--- config.mk ---
export PLATFORM = sky130hd
export DESIGN_NAME = ibuf_hstl_rx_filter
export DESIGN_NICKNAME = d
export VERILOG_FILES = /design/src/rtl/ibuf_hstl_rx_filter.sv
export SDC_FILE = /design/constraint.sdc
export NUM_CORES = 1
export LEC_CHECK = 0
export ABC_AREA = 1
export BUFFER_PORTS_ARGS = -buffer_cell sky130_fd_sc_hd__clkbuf_2
export CORE_AREA = 2 2 39 41
export CTS_CLUSTER_DIAMETER = 30
export DETAILED_ROUTE_END_ITERATION = 6
export DIE_AREA = 0 0 41 43
export GPL_TIMING_DRIVEN = 0
export PLACE_DENSITY_LB_ADDON = 0.08
export SYNTH_ARGS = -nofsm -noshare
export SYNTH_HDL_FRONTEND = slang
export SYNTH_SLANG_ARGS = --single-unit
export TNS_END_PERCENT = 100
--- constraint.sdc ---
create_clock -name C -period 1.85 [get_ports C]
set_input_delay 0.0925 -clock C [delete_from_list [all_inputs] [get_ports C]]
set_output_delay 0.0925 -clock C [all_outputs]
set_load 0.02 [all_outputs]
--- src/rtl/ibuf_hstl_rx_filter.sv ---
// ibuf_hstl_rx_filter: per-bit pad synchronizer and glitch filter for HSTL receive lines.
// Each bit is synchronized into the C domain, must differ from the current level for
// FILTER consecutive enabled cycles before O follows, and emits one-cycle RISE/FALL strobes.
module ibuf_hstl_rx_filter #(
  parameter int unsigned WIDTH       = 1,
  parameter int unsigned SYNC_STAGES = 2,  // legal 2..4
  parameter int unsigned FILTER      = 3   // legal 1..15
) (
  input  logic             C,
  input  logic             R,
  input  logic [WIDTH-1:0] I,
  input  logic             EN,
  output logic [WIDTH-1:0] O,
  output logic [WIDTH-1:0] RISE,
  output logic [WIDTH-1:0] FALL,
  output logic             STABLE
);

  localparam int unsigned     CntW   = $clog2(FILTER) + 1;
  localparam logic [CntW-1:0] CntMax = CntW'(FILTER - 1);

  logic [WIDTH-1:0] sync_q [SYNC_STAGES];
  logic [WIDTH-1:0] sync_out;

  logic [CntW-1:0]  cnt_q  [WIDTH];
  logic [CntW-1:0]  cnt_d  [WIDTH];
  logic [WIDTH-1:0] o_q, o_d;
  logic [WIDTH-1:0] rise_q, rise_d;
  logic [WIDTH-1:0] fall_q, fall_d;
  logic [WIDTH-1:0] bit_stable;

  assign sync_out = sync_q[SYNC_STAGES-1];

  // Synchronizer chain; keeps sampling even while the filter is disabled.
  always_ff @(posedge C) begin
    if (R) begin
      for (int unsigned k = 0; k < SYNC_STAGES; k++) begin
        sync_q[k] <= '0;
      end
    end else begin
      sync_q[0] <= I;
      for (int unsigned k = 1; k < SYNC_STAGES; k++) begin
        sync_q[k] <= sync_q[k-1];
      end
    end
  end

  // Per-bit filter next state: count disagreeing samples, commit on the FILTER-th one.
  always_comb begin
    o_d    = o_q;
    rise_d = '0;
    fall_d = '0;
    for (int unsigned n = 0; n < WIDTH; n++) begin
      cnt_d[n] = '0;
      if (EN && (sync_out[n] != o_q[n])) begin
        if (cnt_q[n] == CntMax) begin
          o_d[n]    = sync_out[n];
          rise_d[n] = sync_out[n];
          fall_d[n] = ~sync_out[n];
        end else begin
          cnt_d[n] = cnt_q[n] + 1'b1;
        end
      end
    end
  end

  // Filter state and registered outputs.
  always_ff @(posedge C) begin
    if (R) begin
      o_q    <= '0;
      rise_q <= '0;
      fall_q <= '0;
      for (int unsigned n = 0; n < WIDTH; n++) begin
        cnt_q[n] <= '0;
      end
    end else begin
      o_q    <= o_d;
      rise_q <= rise_d;
      fall_q <= fall_d;
      for (int unsigned n = 0; n < WIDTH; n++) begin
        cnt_q[n] <= cnt_d[n];
      end
    end
  end

  // A bit is settled when nothing is pending and the synchronized value matches O.
  always_comb begin
    bit_stable = '0;
    for (int unsigned n = 0; n < WIDTH; n++) begin
      bit_stable[n] = (cnt_q[n] == '0) && (sync_out[n] == o_q[n]);
    end
  end

  assign O      = o_q;
  assign RISE   = rise_q;
  assign FALL   = fall_q;
  assign STABLE = &bit_stable;

endmodule

## Yosys cells after proc, flatten, opt, wreduce, memory -nomap -nowiden

Memory sizes are Yosys's and may differ from the RTL's.
Index checks and enable logic that the tools add are counted.

| storage, ports and cells | value |
|---|---|
| register bits | 3 |
| bits in latches | 0 |
| bits in writable memories | 5 |
| memory bits (read-only) | 0 |
| input bits | 4 |
| word-level logic and storage cells | 29 |
| memories | 2 |

| cells by class | value |
|---|---|
| $add $sub $neg | 1 |
| multiply operators | 0 |
| divide/modulo/power cells | 0 |
| $lt $le $gt $ge | 0 |
| equality and inequality tests | 3 |
| shifts and indexed selects | 0 |
| muxes and demuxes | 9 |
| bitwise gates (word level) | 5 |
| reductions and logical operators | 6 |

Memory list:

| name | depth | bits a word | read ports | clocked after memory_dff | wr ports | line | source |
|---|---|---|---|---|---|---|---|
| cnt_q | 1 | 3 | 1 | 0 | 1 | 25 | `logic [CntW-1:0] cnt_q [WIDTH];` |
| sync_q | 2 | 1 | 2 | 0 | 2 | 22 | `logic [WIDTH-1:0] sync_q [SYNC_STAGES];` |

Operator list:

| operator | count |
|---|---|
| $mux 3 | 3 |
| $mux 1 | 6 |
| $reduce_or 3->1 | 2 |
| $add 3x1->3 const B | 1 |
| $eq 3x2->1 const B | 1 |
| $logic_not 3->1 | 1 |
| $not 1->1 | 3 |
| $logic_and 1x1->1 | 2 |
| $or 1x1->1 | 2 |
| $reduce_and 2->1 | 1 |
| $eq 1x1->1 | 1 |
| $ne 1x1->1 | 1 |

## Logic depth before layout (Yosys ltp)

| logic depth | value |
|---|---|
| word-level depth | 4 |
| gate-level depth with buffers | 6 |
| gate-level depth less buffers | 6 |

## Worst setup path after synthesis

No wires, ideal clock.

| timing path | value |
|---|---|
| kind | register to output |
| from | reg o_q, in the netlist O |
| to | out STABLE |
| arrival | 0.974 ns |
| data required time | 1.757 ns |
| slack | 0.783 ns |
| stages on the path, launching flop included | 3 |
| cell sequence | dfxtp_1 nand2_1 a21oi_1 |

| on the way | value |
|---|---|
| word-level cells in the longest chain between the ends | 2 |

RTL lines:

| element | line | source |
|---|---|---|
| start, declared | 27 | `logic [WIDTH-1:0] o_q, o_d;` |
| start signal, assigned | 70 | `o_q <= '0;` |
| start signal, assigned | 77 | `o_q <= o_d;` |
| $eq 1x1->1 | 90 | `bit_stable[n] = (cnt_q[n] == '0) && (sync_out[n] == o_q[n]);` |
| $logic_and 1x1->1 | 90 |  |
| end, declared | 16 | `output logic STABLE` |

Every way passes these cells.

## Final worst setup path

| timing path | value |
|---|---|
| from | mem cnt_q[0][0] in the netlist's numbering |
| to | out STABLE |

| on the way | value |
|---|---|
| word-level cells in the longest chain between the ends | 3 |

RTL lines:

| element | line |
|---|---|
| start, declared | 25 |
| $mem_v2 1x3 | n/a |
| $logic_not 3->1 | 90 |
| $logic_and 1x1->1 | 90 |

Every way passes these cells.

==> impl_metrics.py <==
metrics = {
    "floorplanning": {
        "core_um2": 1380,
        "fp.dieH_um": 43,
        "ios": 8,
        "die_width_um": 41,
        "initial_core_util": 0.255,
        "num_rows": 14,
        "dieArea_um2": 1760,
    },
    "clock_tree": {
        "hold_buffers": 0,
        "cts_resized": 0,
        "cts_sinks": 8,
        "clkLatencyLatePin_ns": 0.25,
        "cts_tree": "yes",
        "cts_buffer_depth": 2,
        "cts-root-buf": "clkbuf_4",
        "post_cts_buffers": 0,
        "path_clk_slew_ns": 0.05,
        "cts_inserted_buffers": 3,
        "cts_max_level": 1,
    },
    "synthesis": {
        "synth-compound-area-share": 0.0284,
        "syn_area_per_cell_um2": 8.82,
        "synth_area_um2": 353,
        "synth_seq_area_share": 0.454,
        "yosysUniqueCellTypes": 14,
        "yosys-top-cells-area": "dfxtp_1, ha_1, inv_1",
        "yosys.area_share.simple": 0.291,
        "ys_ff_latch": 8,
        "yosysTopAreaCell": "dfxtp_1",
        "synth_top_area_frac": 0.454,
        "synth_top_family_by_area": "simple AND/OR/NAND/NOR gates",
        "synth_fa_ha_area_frac": 0.106,
        "synthXorXnorAreaFrac": 0.0248,
        "synth_cells": 40,
        "yosysWarnings": 0,
        "synthMuxAreaShare": 0,
        "syn_nets": 47,
    },
    "global_route": {
        "grtUsageTotal": 0.0829,
        "antenna_found_initial": 0,
        "grt_pass1_wl_um": 883,
        "globalRouteOverflowTotal": 0,
        "grt_pass1_vias": 237,
        "grt_max_degree": 6,
    },
    "sta": {
        "hold_viol_final": 0,
        "fin_hold_ws_ns": 0.0329,
        "fin_crit_sh": 0.666,
        "setup_viol": 0,
        "skew_ns": 0.00103,
        "setup_tns_ns": 0,
        "fmax_ghz": 0.812,
        "rsz0062_at_grt": "false",
        "max-slew-margin-rel": 0.899,
        "worst_slew_pin_slew_ns": 0.151,
        "min_period_ns": 1.23,
        "finalMaxSlewViolations": 0,
    },
    "route": {
        "post-route-drc-count": 0,
        "antenna_left": 0,
        "drt_iter0_markers": 0,
        "totalWireLength_um": 572,
        "viasPerCell": 4.15,
        "wl_per_cell_um": 8.67,
        "via_count": 274,
        "drt_first_pass_iters": 1,
    },
    "min_path": {
        "min_from": "I",
        "min_path_cells": 3,
        "hold_path_class": "in2reg",
        "whs_endpoint": "sync_q[0][0]",
    },
    "finish": {
        "layout-drive-gt1-share": 0.300,
        "nFillCells": 160,
        "diodes": 0,
        "nets": 59,
        "area_growth_syn_to_layout_pct": 22.0,
        "final_util": 0.311,
    },
    "worst_setup_path": {
        "crit_arrival_ns": 1.14,
        "crit_fanout": 3,
        "cp_top_family": "flip-flops",
        "path_cells": "inv_1 > ha_1 > nand2_1 > a21oi_1 > clkbuf_2",
        "endpoint_kind": "primary output",
        "reg2reg_depth": 5,
        "rrSetupSlack_ns": 0.74,
        "cp.depth": 5,
        "critical_path_required_ns": 1.76,
        "cp_slowest_cell": "dfxtp_1",
        "worstSetupPathType": "reg2out",
        "start_kind": "flop",
        "reg2reg_from": "cnt_q[0][0]",
        "reg2reg_to": "cnt_q[0][2]",
        "worst-path-buf-inv": 2,
        "slowest_delay_ns": 0.32,
    },
    "placed_design": {
        "place.gp.congestion": 0.602,
        "dp_hpwl_um": 478,
        "io_buffer_count": 7,
    },
    "power_and_ir_drop": {
        "p_per_area_nw_per_um2": 757,
        "p_leak_nw": 0.204,
        "p_total_mw": 0.326,
        "irDropWorstVdd_mv": 0.265,
    },
    "run_status": {
        "status": "complete, no violations",
    },
    "flow_run": {
        "maxCapViolations": 0,
    },
}
-- worst register-to-register path, cell delays in order (launching register included) --
cell     delay, ns
dfxtp_1       0.35
inv_1         0.07
ha_1          0.20
nand2_2       0.11
nand2_1       0.12
nor3_1        0.19
-- sequential cells by signal, summed over array words and instances (netlist names) --
name,count
FALL,1
O,1
RISE,1
cnt_q,3
sync_q,2
-- placed cells by master, fill, tap and decap left out --
cell type,netlist,routed
a21oi_1,1,1
clkbuf_2,0,7
clkbuf_4,0,3
dfxtp_1,8,8
ha_1,3,3
inv_1,9,9
nand2_1,5,5
nand2_2,2,2
nand3_1,1,1
nand3_4,1,1
nor2_1,4,4
nor2_4,1,1
nor3_1,2,2
nor3b_2,1,1
o21ai_1,1,1
xnor2_1,1,1
-- worst max-delay path by stage --
stage / from / end / slack (ns)
finish: cnt_q[0][0] / STABLE / 0.62
global route: cnt_q[0][0] / STABLE / 0.56
CTS: cnt_q[0][0] / STABLE / 0.61
detailed placement: cnt_q[0][0] / cnt_q[0][0] / 0.75
global placement: cnt_q[0][0] / cnt_q[0][0] / 0.77
floorplan: O / STABLE / 0.78
-- kinds of logic (layout without fill, tap and decap cells) --
group | after synthesis | in the layout
adder cells (fa/ha/maj) | 3 | 3
AO/OA/AOI/OAI | 2 | 2
AND/OR/NAND/NOR | 17 | 17
buffers and inverters | 9 | 19
XOR/XNOR | 1 | 1
flip-flops | 8 | 8
-- routing by layer --
metal / track usage / part of all wire / up-vias
met5: 0 / 0 / -
met4: 0.100 / 0.017 / 0
met3: 0.0471 / 0.059 / 2
met2: 0.103 / 0.48 / 7
met1: 0.0822 / 0.44 / 123
li1: - / - / 142
-- cell type report --
type,count,area (um2),area share
clock buffers,3,22.5,0.0523
well taps,16,20.0,0.0465
flip-flops and latches,8,160,0.372
multi-input cells,23,159,0.369
inverters,9,33.8,0.0785
repair buffers,7,35.0,0.0814
-- synthesized netlist by cell type --
cell and n:
inv_1 9, dfxtp_1 8, nand2_1 5, nor2_1 4, ha_1 3, nand2_2 2
nor3_1 2, a21oi_1 1, nand3_1 1, nand3_4 1, nor2_4 1, nor3b_2 1
o21ai_1 1, xnor2_1 1
-- report_power, final --
part	internal [mW]	leakage, nW	switching (mW)
Combinational	0.00613	0.125	0.0102
Clock	0.0742	0.0138	0.0589
Sequential	0.175	0.0649	0.00147
Total	0.255	0.204	0.0706
-- stage by stage --
stage / cells / setup slack (ns) / area (um2)
2_1_floorplan: 40 / 0.783 / 353
3_3_place_gp: 63 / 0.768 / 408
3_5_place_dp: 63 / 0.746 / 408
4_1_cts: 66 / 0.611 / 430
5_1_grt: 66 / 0.555 / 430
6_report: 66 / 0.618 / 430
Note: power is estimated with default switching activity, not from simulation.
